$ cat src/rtl/muldiv_seq_pkg.sv
`default_nettype none
// ============================================================================
// Module      : muldiv_seq_pkg
// Description : Shared definitions for the RV32M multiply/divide sequencer:
//               operation codes (RISC-V funct3 order), FSM state encodings,
//               iteration count and small operation-class helpers.
// Revision    : 1.0 - initial release
// ============================================================================
package muldiv_seq_pkg;

    localparam int MD_STEPS = 32;

    typedef enum logic [2:0] {
        MDOP_MUL    = 3'd0,
        MDOP_MULH   = 3'd1,
        MDOP_MULHSU = 3'd2,
        MDOP_MULHU  = 3'd3,
        MDOP_DIV    = 3'd4,
        MDOP_DIVU   = 3'd5,
        MDOP_REM    = 3'd6,
        MDOP_REMU   = 3'd7
    } md_op_e;

    typedef enum logic [1:0] {
        MDS_IDLE = 2'd0,
        MDS_CALC = 2'd1,
        MDS_FIX  = 2'd2,
        MDS_DONE = 2'd3
    } md_state_e;

    // Operand A is treated as signed for these ops.
    function automatic logic md_a_signed(input md_op_e op);
        return (op == MDOP_MULH) || (op == MDOP_MULHSU) ||
               (op == MDOP_DIV)  || (op == MDOP_REM);
    endfunction

    // Operand B is treated as signed for these ops (mulhsu keeps B unsigned).
    function automatic logic md_b_signed(input md_op_e op);
        return (op == MDOP_MULH) || (op == MDOP_DIV) || (op == MDOP_REM);
    endfunction

endpackage : muldiv_seq_pkg
`default_nettype wire

$ cat src/rtl/md_addsub.sv
`default_nettype none
// ============================================================================
// Module      : md_addsub
// Description : One add/subtract step shared by the multiply accumulate and
//               the divide trial subtraction.
// Ports       : a, b  - W-bit operands
//               sub   - 1: a - b (two's complement), 0: a + b
//               sum   - W-bit result
//               carry - carry out; on subtract, 1 means a >= b (no borrow)
// Revision    : 1.0 - initial release
// ============================================================================
module md_addsub #(
    parameter int W = 33
) (
    input  logic [W-1:0] a,
    input  logic [W-1:0] b,
    input  logic         sub,
    output logic [W-1:0] sum,
    output logic         carry
);

    logic [W-1:0] w_b_eff;
    logic [W:0]   w_total;

    assign w_b_eff = sub ? ~b : b;
    assign w_total = {1'b0, a} + {1'b0, w_b_eff} + {{W{1'b0}}, sub};
    assign sum     = w_total[W-1:0];
    assign carry   = w_total[W];

endmodule : md_addsub
`default_nettype wire

$ cat src/rtl/muldiv_seq.sv
`default_nettype none
// ============================================================================
// Module      : muldiv_seq
// Description : Multi-cycle RV32M multiply/divide sequencer. Iterative
//               shift-add multiply and restoring divide, 32 steps each, with
//               sign correction and result select in a final FIX cycle.
// Ports       : clk, rstn          - clock, asynchronous active-low reset
//               start, op, A, B    - request (sampled in IDLE/DONE only)
//               flush              - synchronous abort, wins over start
//               busy               - high in CALC and FIX
//               done               - one-cycle result-valid pulse
//               result             - held until the next completed op
// Revision    : 1.0 - initial release
// ============================================================================
module muldiv_seq
    import muldiv_seq_pkg::*;
#(
    parameter int XLEN = 32
) (
    input  logic            clk,
    input  logic            rstn,
    input  logic            start,
    input  logic [2:0]      op,
    input  logic [XLEN-1:0] A,
    input  logic [XLEN-1:0] B,
    input  logic            flush,
    output logic            busy,
    output logic            done,
    output logic [XLEN-1:0] result
);

    md_state_e       r_state;
    md_state_e       w_state_nxt;
    logic [5:0]      r_cnt;
    md_op_e          r_op;
    logic            r_sign;
    logic [XLEN-1:0] r_opd;     // multiplicand (mul) or divisor (div) magnitude
    logic [XLEN-1:0] r_hi;      // product high word / partial remainder
    logic [XLEN-1:0] r_lo;      // product low word + multiplier / quotient
    logic [XLEN-1:0] r_result;

    // ---------------- accept-time decode ----------------
    md_op_e          w_op;
    logic            w_accept_st;
    logic            w_accept;
    logic            w_a_neg;
    logic            w_b_neg;
    logic [XLEN-1:0] w_a_mag;
    logic [XLEN-1:0] w_b_mag;
    logic            w_sign_nxt;
    logic            w_div_zero;
    logic            w_overflow;
    logic            w_special;

    assign w_op        = md_op_e'(op);
    assign w_accept_st = (r_state == MDS_IDLE) || (r_state == MDS_DONE);
    assign w_accept    = w_accept_st && start && !flush;
    assign w_a_neg     = md_a_signed(w_op) && A[XLEN-1];
    assign w_b_neg     = md_b_signed(w_op) && B[XLEN-1];
    assign w_a_mag     = w_a_neg ? (~A + 1'b1) : A;
    assign w_b_mag     = w_b_neg ? (~B + 1'b1) : B;
    assign w_div_zero  = op[2] && (B == '0);
    assign w_overflow  = ((w_op == MDOP_DIV) || (w_op == MDOP_REM)) &&
                         (A == {1'b1, {(XLEN-1){1'b0}}}) && (B == '1);
    assign w_special   = w_div_zero || w_overflow;

    // Quotient sign is a^b; remainder sign follows the dividend.
    always_comb begin
        w_sign_nxt = 1'b0;
        case (w_op)
            MDOP_MULH, MDOP_DIV: w_sign_nxt = w_a_neg ^ w_b_neg;
            MDOP_MULHSU, MDOP_REM: w_sign_nxt = w_a_neg;
            default:             w_sign_nxt = 1'b0;
        endcase
    end

    // ---------------- shared step datapath ----------------
    logic            w_is_div;
    logic [XLEN:0]   w_add_a;
    logic [XLEN:0]   w_sum;
    logic            w_carry;

    assign w_is_div = r_op[2];
    // Divide: the 33-bit partial remainder is the stored remainder shifted
    // left with the next dividend bit; the kept value is always < divisor,
    // so the stored remainder fits in XLEN bits.
    assign w_add_a  = w_is_div ? {r_hi, r_lo[XLEN-1]} : {1'b0, r_hi};

    md_addsub #(.W(XLEN + 1)) u_addsub (
        .a     (w_add_a),
        .b     ({1'b0, r_opd}),
        .sub   (w_is_div),
        .sum   (w_sum),
        .carry (w_carry)
    );

    // ---------------- FSM ----------------
    always_ff @(posedge clk or negedge rstn) begin
        if (!rstn) r_state <= MDS_IDLE;
        else       r_state <= w_state_nxt;
    end

    always_comb begin
        w_state_nxt = r_state;
        if (flush) begin
            w_state_nxt = MDS_IDLE;
        end else begin
            case (r_state)
                MDS_IDLE, MDS_DONE: begin
                    if (start)       w_state_nxt = w_special ? MDS_FIX : MDS_CALC;
                    else             w_state_nxt = MDS_IDLE;
                end
                MDS_CALC: if (r_cnt == 6'(MD_STEPS - 1)) w_state_nxt = MDS_FIX;
                MDS_FIX:  w_state_nxt = MDS_DONE;
                default:  w_state_nxt = MDS_IDLE;
            endcase
        end
    end

    // ---------------- operand / iteration registers ----------------
    always_ff @(posedge clk or negedge rstn) begin
        if (!rstn) begin
            r_cnt  <= '0;
            r_op   <= MDOP_MUL;
            r_sign <= 1'b0;
            r_opd  <= '0;
            r_hi   <= '0;
            r_lo   <= '0;
        end else if (w_accept) begin
            r_cnt <= '0;
            r_op  <= w_op;
            if (w_special) begin
                // Preloaded so the normal FIX select yields the RV32M value.
                r_sign <= 1'b0;
                r_opd  <= '0;
                r_lo   <= w_div_zero ? '1 : {1'b1, {(XLEN-1){1'b0}}};
                r_hi   <= w_div_zero ? A : '0;
            end else begin
                r_sign <= w_sign_nxt;
                r_hi   <= '0;
                r_opd  <= op[2] ? w_b_mag : w_a_mag;
                r_lo   <= op[2] ? w_a_mag : w_b_mag;
            end
        end else if ((r_state == MDS_CALC) && !flush) begin
            r_cnt <= r_cnt + 6'd1;
            if (w_is_div) begin
                r_hi <= w_carry ? w_sum[XLEN-1:0] : w_add_a[XLEN-1:0];
                r_lo <= {r_lo[XLEN-2:0], w_carry};
            end else if (r_lo[0]) begin
                r_hi <= w_sum[XLEN:1];
                r_lo <= {w_sum[0], r_lo[XLEN-1:1]};
            end else begin
                r_hi <= {1'b0, r_hi[XLEN-1:1]};
                r_lo <= {r_hi[0], r_lo[XLEN-1:1]};
            end
        end
    end

    // ---------------- FIX: sign correction and select ----------------
    logic [XLEN-1:0] w_hi_neg;
    logic [XLEN-1:0] w_fixed;

    // High word of the negated 64-bit product: borrow only when low word is 0.
    assign w_hi_neg = ~r_hi + {{(XLEN-1){1'b0}}, (r_lo == '0)};

    always_comb begin
        w_fixed = r_lo;
        case (r_op)
            MDOP_MUL:                           w_fixed = r_lo;
            MDOP_MULH, MDOP_MULHSU, MDOP_MULHU: w_fixed = r_sign ? w_hi_neg : r_hi;
            MDOP_DIV, MDOP_DIVU:                w_fixed = r_sign ? (~r_lo + 1'b1) : r_lo;
            default:                            w_fixed = r_sign ? (~r_hi + 1'b1) : r_hi;
        endcase
    end

    always_ff @(posedge clk or negedge rstn) begin
        if (!rstn)                               r_result <= '0;
        else if ((r_state == MDS_FIX) && !flush) r_result <= w_fixed;
    end

    assign busy   = (r_state == MDS_CALC) || (r_state == MDS_FIX);
    assign done   = (r_state == MDS_DONE);
    assign result = r_result;

endmodule : muldiv_seq
`default_nettype wire

$ cat config.mk
export PLATFORM = sky130hd
export DESIGN_NAME = muldiv_seq
export DESIGN_NICKNAME = d
export VERILOG_FILES = /design/src/rtl/muldiv_seq_pkg.sv /design/src/rtl/md_addsub.sv /design/src/rtl/muldiv_seq.sv
export SDC_FILE = /design/constraint.sdc
export NUM_CORES = 1
export LEC_CHECK = 0
export CORE_ASPECT_RATIO = 1.4
export CORE_MARGIN = 10
export CORE_UTILIZATION = 27
export DETAILED_ROUTE_END_ITERATION = 10
export PLACE_DENSITY_LB_ADDON = 0.08
export RECOVER_POWER = 25
export SETUP_SLACK_MARGIN = 0.02
export SYNTH_ARGS = -nofsm -noshare
export SYNTH_HDL_FRONTEND = slang
export SYNTH_SLANG_ARGS = --single-unit
$ cat constraint.sdc
create_clock -name clk -period 8.5 [get_ports clk]
set_input_delay 0.85 -clock clk [delete_from_list [all_inputs] [get_ports clk]]
set_output_delay 0.85 -clock clk [all_outputs]
set_load 0.005 [all_outputs]
==> out/results.tsv <==
stage	metric	value	unit
final_layout	ff_latch_area	0.003508	mm2
power	finalPower	7.868	mW
floorplan	start_util	0.2716	
setup_path	crit_path_start_kind	input port	
cts	cts_setup_buffers	0	
final_layout	area_delta_synth_final	14.98	%
timing	final.setup.tns	0	ns
route	drtIter0Drc	1206	
power	power_frac_seq	0.193	
logic_synthesis	netlist-cell-type-count	86	
setup_path	slowest_delay	3.36	ns
timing	slew_headroom	-2.265	
route	viasPerCell	5.582	
route	drc	0	
power	power.share.switching	0.5512	
floorplan	placementRows	100	
setup_path	setup.worst_path.end_class	asynchronous set/reset pin	
route	ant_nets	0	
timing	setup_viol	0	
final_layout	multiInputGateArea	0.01008	mm2
logic_synthesis	muxShareOfSynthArea	0.05387	
logic_synthesis	async_flop_share	1.000	
final_layout	n_antenna_cell	0	
place	hpwl	49.54	mm
place	dpl_worst_slack	3.355	ns
place	gp_congestion	0.9753	
run_status	failed_checks	max-capacitance violations, max-slew violations	
timing	rsz0062_at_grt	no	
timing	report.final.slew_viol_count	83	
floorplan	io-pin-count	105	
logic_synthesis	ys_seq_area_frac	0.2437	
power	clockPowerShare	0.105	
power	p_switching	4.337	mW
timing	finalWorstSetupSlack	2.905	ns
logic_synthesis	synth_compound_area_frac	0.3124	
setup_path	critPathArrivalTime	4.30	ns
logic_synthesis	synth_nets	2068	
global_routing	grt_max_degree	106	
route	via_count	14930	
setup_path	reg2reg_slack	3.30	ns
setup_path	slowest_stage	clkbuf_1	
logic_synthesis	yosys.area_share.simple	0.2032	
setup_path	worstPathCellList	clkbuf_1	
global_routing	grt.overflow.total	0	
route	drt_wl_total	64.29	mm
power	p_leak	6.492	nW
logic_synthesis	synth.avg_cell_area	7.357	um2
setup_path	path_buf_inv	1	
global_routing	grt_pass1_vias	14850	
power	p_comb_frac	0.702	
floorplan	fp.dieW	215.0	um
cts	clk_latency	0.46	ns
place	portBuffers	104	
timing	layout_min_cycle_time	5.595	ns
power	p_int	3.531	mW
final_layout	final.fill_count	5689	
route	wl_per_cell	24.04	um
global_routing	globalRouteTotalUtil	0.1990	
logic_synthesis	synth-edff-count	0	
cts	h-tree-depth	4	
setup_path	cp.required	7.21	ns
logic_synthesis	synth_top_family_by_area	compound AO/OA/AOI/OAI gates	
cts	cts_buffers	17	
timing	whs	0.4771	ns
logic_synthesis	synth_fa_ha_area_frac	0.03795	
cts	postCtsHoldBufs	0	
route	drt_pass1_iterations	6	
floorplan	core_area	0.05293	mm2
setup_path	crit_type	input port to asynchronous set/reset pin	
cts	cts_sinks	140	
floorplan	die_area	0.06301	mm2
cts	cts-root-buf	clkbuf_16	
final_layout	fin_nets	2061	
job	maxCapViolCount	1	
cts	cts_tree	yes	
cts	ctsLongestPathBuffers	2	
cts	clk_pin_slew_worst_paths	0.07	ns
power	p_per_area	476.0	mW/mm2
timing	worstMarginPinSlew	4.897	ns
final_layout	final_util	0.3123	
timing	finalHoldViolations	0	
power	peakVddDrop	0.1626	mV
logic_synthesis	synth_cells	1954	
setup_path	crit_path_max_fanout	82	
floorplan	die_y	293.0	um
cts	post_cts_resized	0	
logic_synthesis	syn-cell-area	0.01438	mm2
setup_path	critPathTopFamily	buffers and inverters	
global_routing	grt_pass1_wl	96.54	mm
logic_synthesis	synthXorXnorAreaFrac	0.09199	
run_status	outcome	complete, but fails checks	
timing	skew	0.01670	ns
final_layout	layout-drive-gt1-share	0.06990	
hold_path	hold_class	register to register	
logic_synthesis	yosys_most_used_dff	dfrtp_1	
global_routing	antenna_found_initial	0	
timing	finalCritPeriodShare	0.6583	
logic_synthesis	ys_warn_count	0	
logic_synthesis	ys_ff_latch	140	
timing	fmax	178.7	MHz
-- sequential cells by signal, summed over array words and instances, names as in the netlist --
name,flops
r_lo,32
r_state,2
r_opd,32
r_op,3
result,32
r_sign,1
r_hi,32
r_cnt,6
-- final timing paths --
| path | startpoint | endpoint | cells after the start |
|---|---|---|---|
| hold reg to reg | result[16] | result[16] | 2 |
| setup / recovery | rstn | r_op[2] | 1 |
| max in group clk | r_op[2] | r_hi[29] | 12 |
| hold / removal | result[16] | result[16] | 2 |
| min in group asynchronous | rstn | result[7] | 1 |
| setup reg to reg | r_op[2] | r_hi[29] | 12 |
-- metrics by stage --
step,area [um2],instances
6_report,16530,2674
3_5_place_dp,15930,2642
3_3_place_gp,15930,2642
2_1_floorplan,14380,1954
4_1_cts,16540,2674
5_1_grt,16530,2674
-- power groups by stage --
stage	clock, mW	combinational, mW	sequential [mW]
global route	0.870	6.05	1.57
global placement	0	5.46	1.51
floorplan	0	4.04	1.18
finish	0.825	5.52	1.52
CTS	0.842	5.47	1.51
detailed placement	0	5.44	1.52
-- cell usage in the layout, fill, tap and decap left out, types with 10 or more instances in the layout --
cell type	instances
o211ai_1	18
mux2_2	35
nor3_1	47
xnor2_1	66
a31oi_1	28
o21ai_1	22
clkdlybuf4s50_1	102
nand3_1	39
o221ai_1	10
nand2_1	244
o41ai_1	13
dfrtp_1	138
a221o_1	10
o22ai_1	20
a21oi_1	209
a22oi_1	11
mux2i_1	38
and3_1	15
buf_4	29
clkbuf_16	17
o31ai_1	31
o21ai_0	202
o21a_1	12
nand4_1	20
and2_1	12
nor2_1	147
a221oi_1	20
xor2_1	85
nor2b_1	12
a21o_1	21
ha_1	42
inv_1	46
a211oi_1	41
-- area by class of cell --
cell class | instances | share of cell area
multi-input combinational | 1608 | 0.6099
sequential | 140 | 0.2122
timing repair buffer | 133 | 0.07638
tap | 714 | 0.05405
clock buffer | 19 | 0.02680
inverter | 47 | 0.01067
clock inverter | 13 | 0.009916
-- logic make-up after synthesis --
logic type / Yosys count
buffers and inverters: 206
multiplexers: 73
AND/OR/NAND/NOR: 616
flip-flops: 140
AO/OA/AOI/OAI: 725
XOR/XNOR: 151
adder cells (fa/ha/maj): 43
-- cell usage after synthesis (21+ instances only) --
cell type,n,share of area
dfrtp_1,140,0.24
clkbuf_1,115,0.030
buf_1,21,0.0055
xnor2_1,66,0.040
o31ai_1,31,0.016
inv_1,46,0.012
a21o_1,21,0.011
o21ai_1,23,0.0080
o21ai_0,202,0.070
mux2_2,35,0.027
mux2i_1,38,0.026
nor3_1,47,0.016
a211oi_1,41,0.021
nand3_1,39,0.014
xor2_1,85,0.052
a21oi_1,209,0.073
nor2_1,149,0.039
a31oi_1,28,0.012
nand2_1,244,0.064
ha_1,42,0.037
-- routing by layer --
| layer | vias to the layer above | GRT usage | wire length, um |
|---|---|---|---|
| li1 | 7132 | - | - |
| met1 | 7234 | 0.2484 | 28100 |
| met2 | 466 | 0.3402 | 31130 |
| met3 | 94 | 0.02532 | 2685 |
| met4 | 0 | 0.08121 | 2370 |
| met5 | - | 0 | 0 |
Power figures use the tool's default switching activity.
